<file path="src/rtl/spi_slave_port.sv">
// SPI mode-0 slave byte engine: synchronises pins into clk, assembles MSB-first bytes, serialises din onto MISO.
// Latency: selected follows cs_n pin by SYNC_STAGES+1 clk; done follows the 8th SCK rise by SYNC_STAGES+2 clk.
module spi_slave_port #(
  parameter int SYNC_STAGES = 2
) (
  input  logic       clk,
  input  logic       rst,
  input  logic       sck,
  input  logic       mosi,
  input  logic       cs_n,
  output logic       miso,
  output logic       miso_oe,
  output logic [7:0] dout,
  input  logic [7:0] din,
  output logic       done,
  output logic       selected
);

  logic [SYNC_STAGES-1:0] r_sck_sync;
  logic [SYNC_STAGES-1:0] r_mosi_sync;
  logic [SYNC_STAGES-1:0] r_cs_sync;
  logic                   r_sck_hist;
  logic                   r_cs_hist;

  logic       w_sck_s;
  logic       w_mosi_s;
  logic       w_cs_s;
  logic       w_sck_rise;
  logic       w_sck_fall;
  logic       w_cs_fall;
  logic       w_cs_rise;

  logic [2:0] r_bit_cnt;
  logic [7:0] r_rx_shift;
  logic [7:0] r_tx_shift;
  logic [7:0] r_dout;
  logic       r_miso;
  logic       r_done;
  logic       r_pend;
  logic       r_selected;

  // History regs reset to idle pin levels so leaving reset never looks like an edge.
  always_ff @(posedge clk) begin
    if (!rst) begin
      r_sck_sync  <= '0;
      r_mosi_sync <= '0;
      r_cs_sync   <= '1;
      r_sck_hist  <= 1'b0;
      r_cs_hist   <= 1'b1;
    end else begin
      r_sck_sync  <= {r_sck_sync[SYNC_STAGES-2:0], sck};
      r_mosi_sync <= {r_mosi_sync[SYNC_STAGES-2:0], mosi};
      r_cs_sync   <= {r_cs_sync[SYNC_STAGES-2:0], cs_n};
      r_sck_hist  <= w_sck_s;
      r_cs_hist   <= w_cs_s;
    end
  end

  assign w_sck_s    = r_sck_sync[SYNC_STAGES-1];
  assign w_mosi_s   = r_mosi_sync[SYNC_STAGES-1];
  assign w_cs_s     = r_cs_sync[SYNC_STAGES-1];
  assign w_sck_rise = w_sck_s & ~r_sck_hist;
  assign w_sck_fall = ~w_sck_s & r_sck_hist;
  assign w_cs_fall  = r_cs_hist & ~w_cs_s;
  assign w_cs_rise  = ~r_cs_hist & w_cs_s;

  always_ff @(posedge clk) begin
    if (!rst) begin
      r_bit_cnt  <= 3'd0;
      r_rx_shift <= 8'h00;
      r_tx_shift <= 8'h00;
      r_dout     <= 8'h00;
      r_miso     <= 1'b0;
      r_done     <= 1'b0;
      r_pend     <= 1'b0;
      r_selected <= 1'b0;
    end else begin
      r_done <= 1'b0;
      r_pend <= 1'b0;
      // A byte completed last cycle is dropped if CS releases before it is published.
      if (r_pend && !w_cs_rise) begin
        r_dout <= r_rx_shift;
        r_done <= 1'b1;
      end
      if (w_cs_fall) begin
        r_selected <= 1'b1;
        r_bit_cnt  <= 3'd0;
        r_rx_shift <= 8'h00;
        r_tx_shift <= din;
        r_miso     <= din[7];
      end else if (w_cs_rise) begin
        r_selected <= 1'b0;
        r_bit_cnt  <= 3'd0;
        r_miso     <= 1'b0;
      end else if (r_selected) begin
        if (w_sck_rise) begin
          r_rx_shift <= {r_rx_shift[6:0], w_mosi_s};
          r_bit_cnt  <= r_bit_cnt + 3'd1;
          r_pend     <= (r_bit_cnt == 3'd7);
        end else if (w_sck_fall) begin
          if (r_bit_cnt == 3'd0) begin
            r_tx_shift <= din;
            r_miso     <= din[7];
          end else begin
            r_tx_shift <= {r_tx_shift[6:0], 1'b0};
            r_miso     <= r_tx_shift[6];
          end
        end
      end
    end
  end

  assign miso     = r_miso;
  assign miso_oe  = r_selected;
  assign dout     = r_dout;
  assign done     = r_done;
  assign selected = r_selected;

endmodule
</file>
<file path="config.mk">
export PLATFORM = sky130hd
export DESIGN_NAME = spi_slave_port
export DESIGN_NICKNAME = d
export VERILOG_FILES = /design/src/rtl/spi_slave_port.sv
export SDC_FILE = /design/constraint.sdc
export NUM_CORES = 1
export LEC_CHECK = 0
export BUFFER_PORTS_ARGS = -buffer_cell sky130_fd_sc_hd__buf_2
export CORE_ASPECT_RATIO = 1.1
export CORE_MARGIN = 1
export CORE_UTILIZATION = 49
export CTS_CLUSTER_SIZE = 14
export DETAILED_ROUTE_END_ITERATION = 16
export MAX_ROUTING_LAYER = met4
export PLACE_DENSITY = 0.73
export SLEW_MARGIN = 20
export SYNTH_ARGS = -nofsm -noshare
export SYNTH_HDL_FRONTEND = slang
export SYNTH_SLANG_ARGS = --single-unit
</file>
<file path="constraint.sdc">
create_clock -name clk -period 1.3 [get_ports clk]
set_clock_uncertainty 0.05 [all_clocks]
set_input_delay 0.195 -clock clk [delete_from_list [all_inputs] [get_ports clk]]
set_output_delay 0.195 -clock clk [all_outputs]
set_load 0.01 [all_outputs]
</file>
==> summary.txt <==
GRT
  • Largest net degree at the start of global routing: 16
  • Global-route wire length before repair: 5.271 mm
  • Total gr overflow: 0
  • All-layer global routing usage: 21.39%
  • Vias in the first global route: 1229
  • Initial antenna violation count: 0

Worst setup path
  • CP startpoint: r_cs_hist
  • CP max FO: 7
  • Crit Path Class: reg -> reg
  • R2R depth: 6
  • WP data required: 1.47 ns
  • CP endpoint kind: flop
  • R2r startpoint: r_cs_hist
  • CP Launch Type: flop
  • Arrival time worst endpoint: 1.53 ns

Drt
  • Vias per inst: 5.161
  • Via count: 1285
  • Initial DRC Count: 35
  • Detailed-route wire length: 3.330 mm
  • Routed wire per std cell: 13.37 um
  • Antenna-violating nets left: 0
  • DR DRC count: 0
  • DRT Pass-1 Iters: 4

STA
  • Part of the cycle the worst path needs: 104.6%
  • Crit path time final: 1.360 ns
  • Slew Viols, Final: 0
  • Final Hold Viols: 0
  • Final worst slack: -0.05968 ns
  • # setup viols final: 8
  • Achievable Freq: 0.7355 GHz
  • Worst Max-Slew Pin Slew: 0.2526 ns
  • Rel. slew slack: 83.16%
  • Unrepaired setup endpoints after global routing: true

Clock tree
  • Clk sinks: 38
  • H-tree depth: 2
  • CTS Buf Count: 5
  • Clk_lat worst skew: 0.34 ns
  • CTS tree: done
  • Clock buffer depth: 2
  • Root Buffer: clkbuf_4
  • Clock slew at reported path FFs: 0.10 ns

Layout
  • Design Area, Final: 2072 sq um
  • # diodes: 0
  • Nets: 233
  • Area of the multi-input gates: 844.6 sq um
  • Fin cells: 249
  • Layout Area Growth over Synthesis: 33.55%
  • Register area: 772.0 sq um
  • Number of fill cells: 238
  • Share of cells above drive strength 1: 43.72%

Logic synthesis
  • Syn Area/Cell: 9.126 sq um
  • Cell area after synthesis: 1551 sq um
  • Seq/Total Area, Yosys: 49.03%
  • Library cells used by synthesis: 31
  • Syn nets: 189
  • Post-Syn Instances: 170
  • Yosys warnings: 0
  • Synthesized flop and latch total: 38

Hold path
  • Hold path cells: 2
  • HP Start: sck
  • HP Class: in -> reg

Outcome
  • Outcome: finished with violations
  • Failing checks: setup timing

Placement
  • Cell area after placement: 1768 sq um
  • DP Wirelength: 2.244 mm
  • Port Buf Inserts: 24
  • Pre-CTS WS: -0.1556 ns
  • Routability cong.: 0.7834
  • Placed cells: 233

Floorplan
  • Die Width: 55.65 um
  • Die Span Y: 61.02 um
  • Cell row count: 21
  • Die ar.: 3395 sq um
  • Initial core utilization: 51.35%
  • Placeable Area: 3022 sq um
  • Num ports: 25

Power
  • PwrDens: 954.7 nW/um^2
  • Static Leak: 0.8426 nW
  • VDD IR-drop max: 1.196 mV

Run
  • Max_cap viols: 0
==> cells in the final DEF (no fill, tap or decap), types with 2 or more instances in the layout <==
cell type and count:
o21ai_1 5, nor3_1 2, a21oi_1 17, nand2_2 7, buf_2 24, o21ai_0 9, a21oi_2 8, clkbuf_4 5
and2_1 4, nor3_2 3, ha_1 3, dfxtp_2 3, mux2i_1 8, nand3b_1 2, ha_4 2, buf_4 17
a22o_4 2, dfxtp_4 2, nor2_1 4, dfxtp_1 33, inv_1 6, nand2b_1 3, inv_4 3, nand2_1 18
buf_6 3
==> metrics by stage <==
step | hold slack, ns | total power [mW] | TNS, ns | utilization [%]
after global routing | 0.008493 | 2.076 | -1.261 | 68.57
after detailed placement | 0.3306 | 1.347 | -1.411 | 58.51
after global placement | 0.3289 | 1.342 | -0.4533 | 58.51
after CTS | 0.004122 | 1.974 | -0.2083 | 63.81
final | 0.01355 | 1.978 | -0.3087 | 68.57
after floorplan | 0.2180 | 1.301 | -0.3348 | -
==> synthesized netlist by cell type <==
library cell | instances | share of area, %
mux2i_1 | 9 | 5.8
o21ai_2 | 1 | 0.56
buf_6 | 3 | 2.2
o21ai_1 | 2 | 0.65
ha_1 | 6 | 4.8
nor3_1 | 6 | 1.9
inv_2 | 1 | 0.24
buf_4 | 2 | 0.97
nor2b_2 | 1 | 0.56
a21oi_4 | 1 | 1.0
nand3b_1 | 2 | 0.97
clkbuf_1 | 4 | 0.97
a21oi_1 | 25 | 8.1
nand2_1 | 26 | 6.3
o21a_1 | 1 | 0.48
and2_1 | 4 | 1.6
nor2_2 | 1 | 0.40
inv_1 | 8 | 1.9
xnor2_1 | 1 | 0.56
and2b_4 | 1 | 0.65
nor4_1 | 1 | 0.40
dfxtp_1 | 38 | 49
nor2b_1 | 1 | 0.40
nor3b_1 | 1 | 0.48
a31oi_1 | 1 | 0.40
nand2b_1 | 4 | 1.6
nor2_1 | 4 | 0.97
a221o_1 | 1 | 0.65
buf_2 | 1 | 0.32
a22o_4 | 1 | 1.1
o21ai_0 | 12 | 3.9
==> kinds of logic after synthesis <==
family,after synthesis,synth area share [%]
buffers and inverters,19,6.612
AO/OA/AOI/OAI,45,16.86
flip-flops,38,49.03
adder cells (fa/ha/maj),6,4.839
multiplexers,9,5.807
XOR/XNOR,1,0.5646
AND/OR/NAND/NOR,52,16.29
==> state kept, by name, indices dropped and copies added, names as in the netlist, 2 cells and up <==
| register | count |
|---|---|
| dout | 8 |
| r_rx_shift | 8 |
| r_tx_shift | 7 |
| r_bit_cnt | 3 |
| r_cs_sync | 2 |
| r_mosi_sync | 2 |
| r_sck_sync | 2 |
==> final timing paths <==
kind | endpoint | slack [ns]
worst max register to register | r_tx_shift[1] | -0.06
worst min-delay path | r_sck_sync[0] | 0.01
worst min register to register | r_cs_sync[1] | 0.38
worst max-delay path | r_tx_shift[1] | -0.06
==> metal layers <==
layer | global-route usage, % | up-vias | share of wire (%)
met5 | - | - | 0
met3 | 4.412 | 6 | 3.2
met2 | 38.73 | 27 | 52
met1 | 21.92 | 590 | 42
li1 | - | 662 | -
met4 | 12.86 | 0 | 2.7
==> critical path: stages, from the launching register on <==
cell and delay, ns:
dfxtp_4 0.38, inv_4 0.06, ha_4 0.18, inv_4 0.06, a22o_4 0.28, o21ai_0 0.17, a21oi_1 0.08
==> final cells by class <==
cell class / instances / area share (%)
tap: 34 / 2.053
timing repair buffer: 46 / 15.04
clock buffer: 7 / 2.657
clock inverter: 1 / 0.2415
multi-input combinational: 114 / 40.76
sequential: 38 / 37.26
inverter: 9 / 1.993
==> repair_timing <==
item                       4_1_cts  5_1_grt
pin swaps                        9       14
buffers inserted                 4        2
hold buffers                     1        0
gates cloned                     0        1
resized for setup               12       34
setup endpoints to repair       19       26
hold endpoints to repair         1        0
==> power breakdown <==
group          total, mW  switching (mW)  internal [mW]
clock              0.621           0.359          0.262
sequential          1.20          0.0149           1.18
combinational      0.158          0.0764         0.0819
total               1.98           0.450           1.53
(Power assumes the default switching activity.)
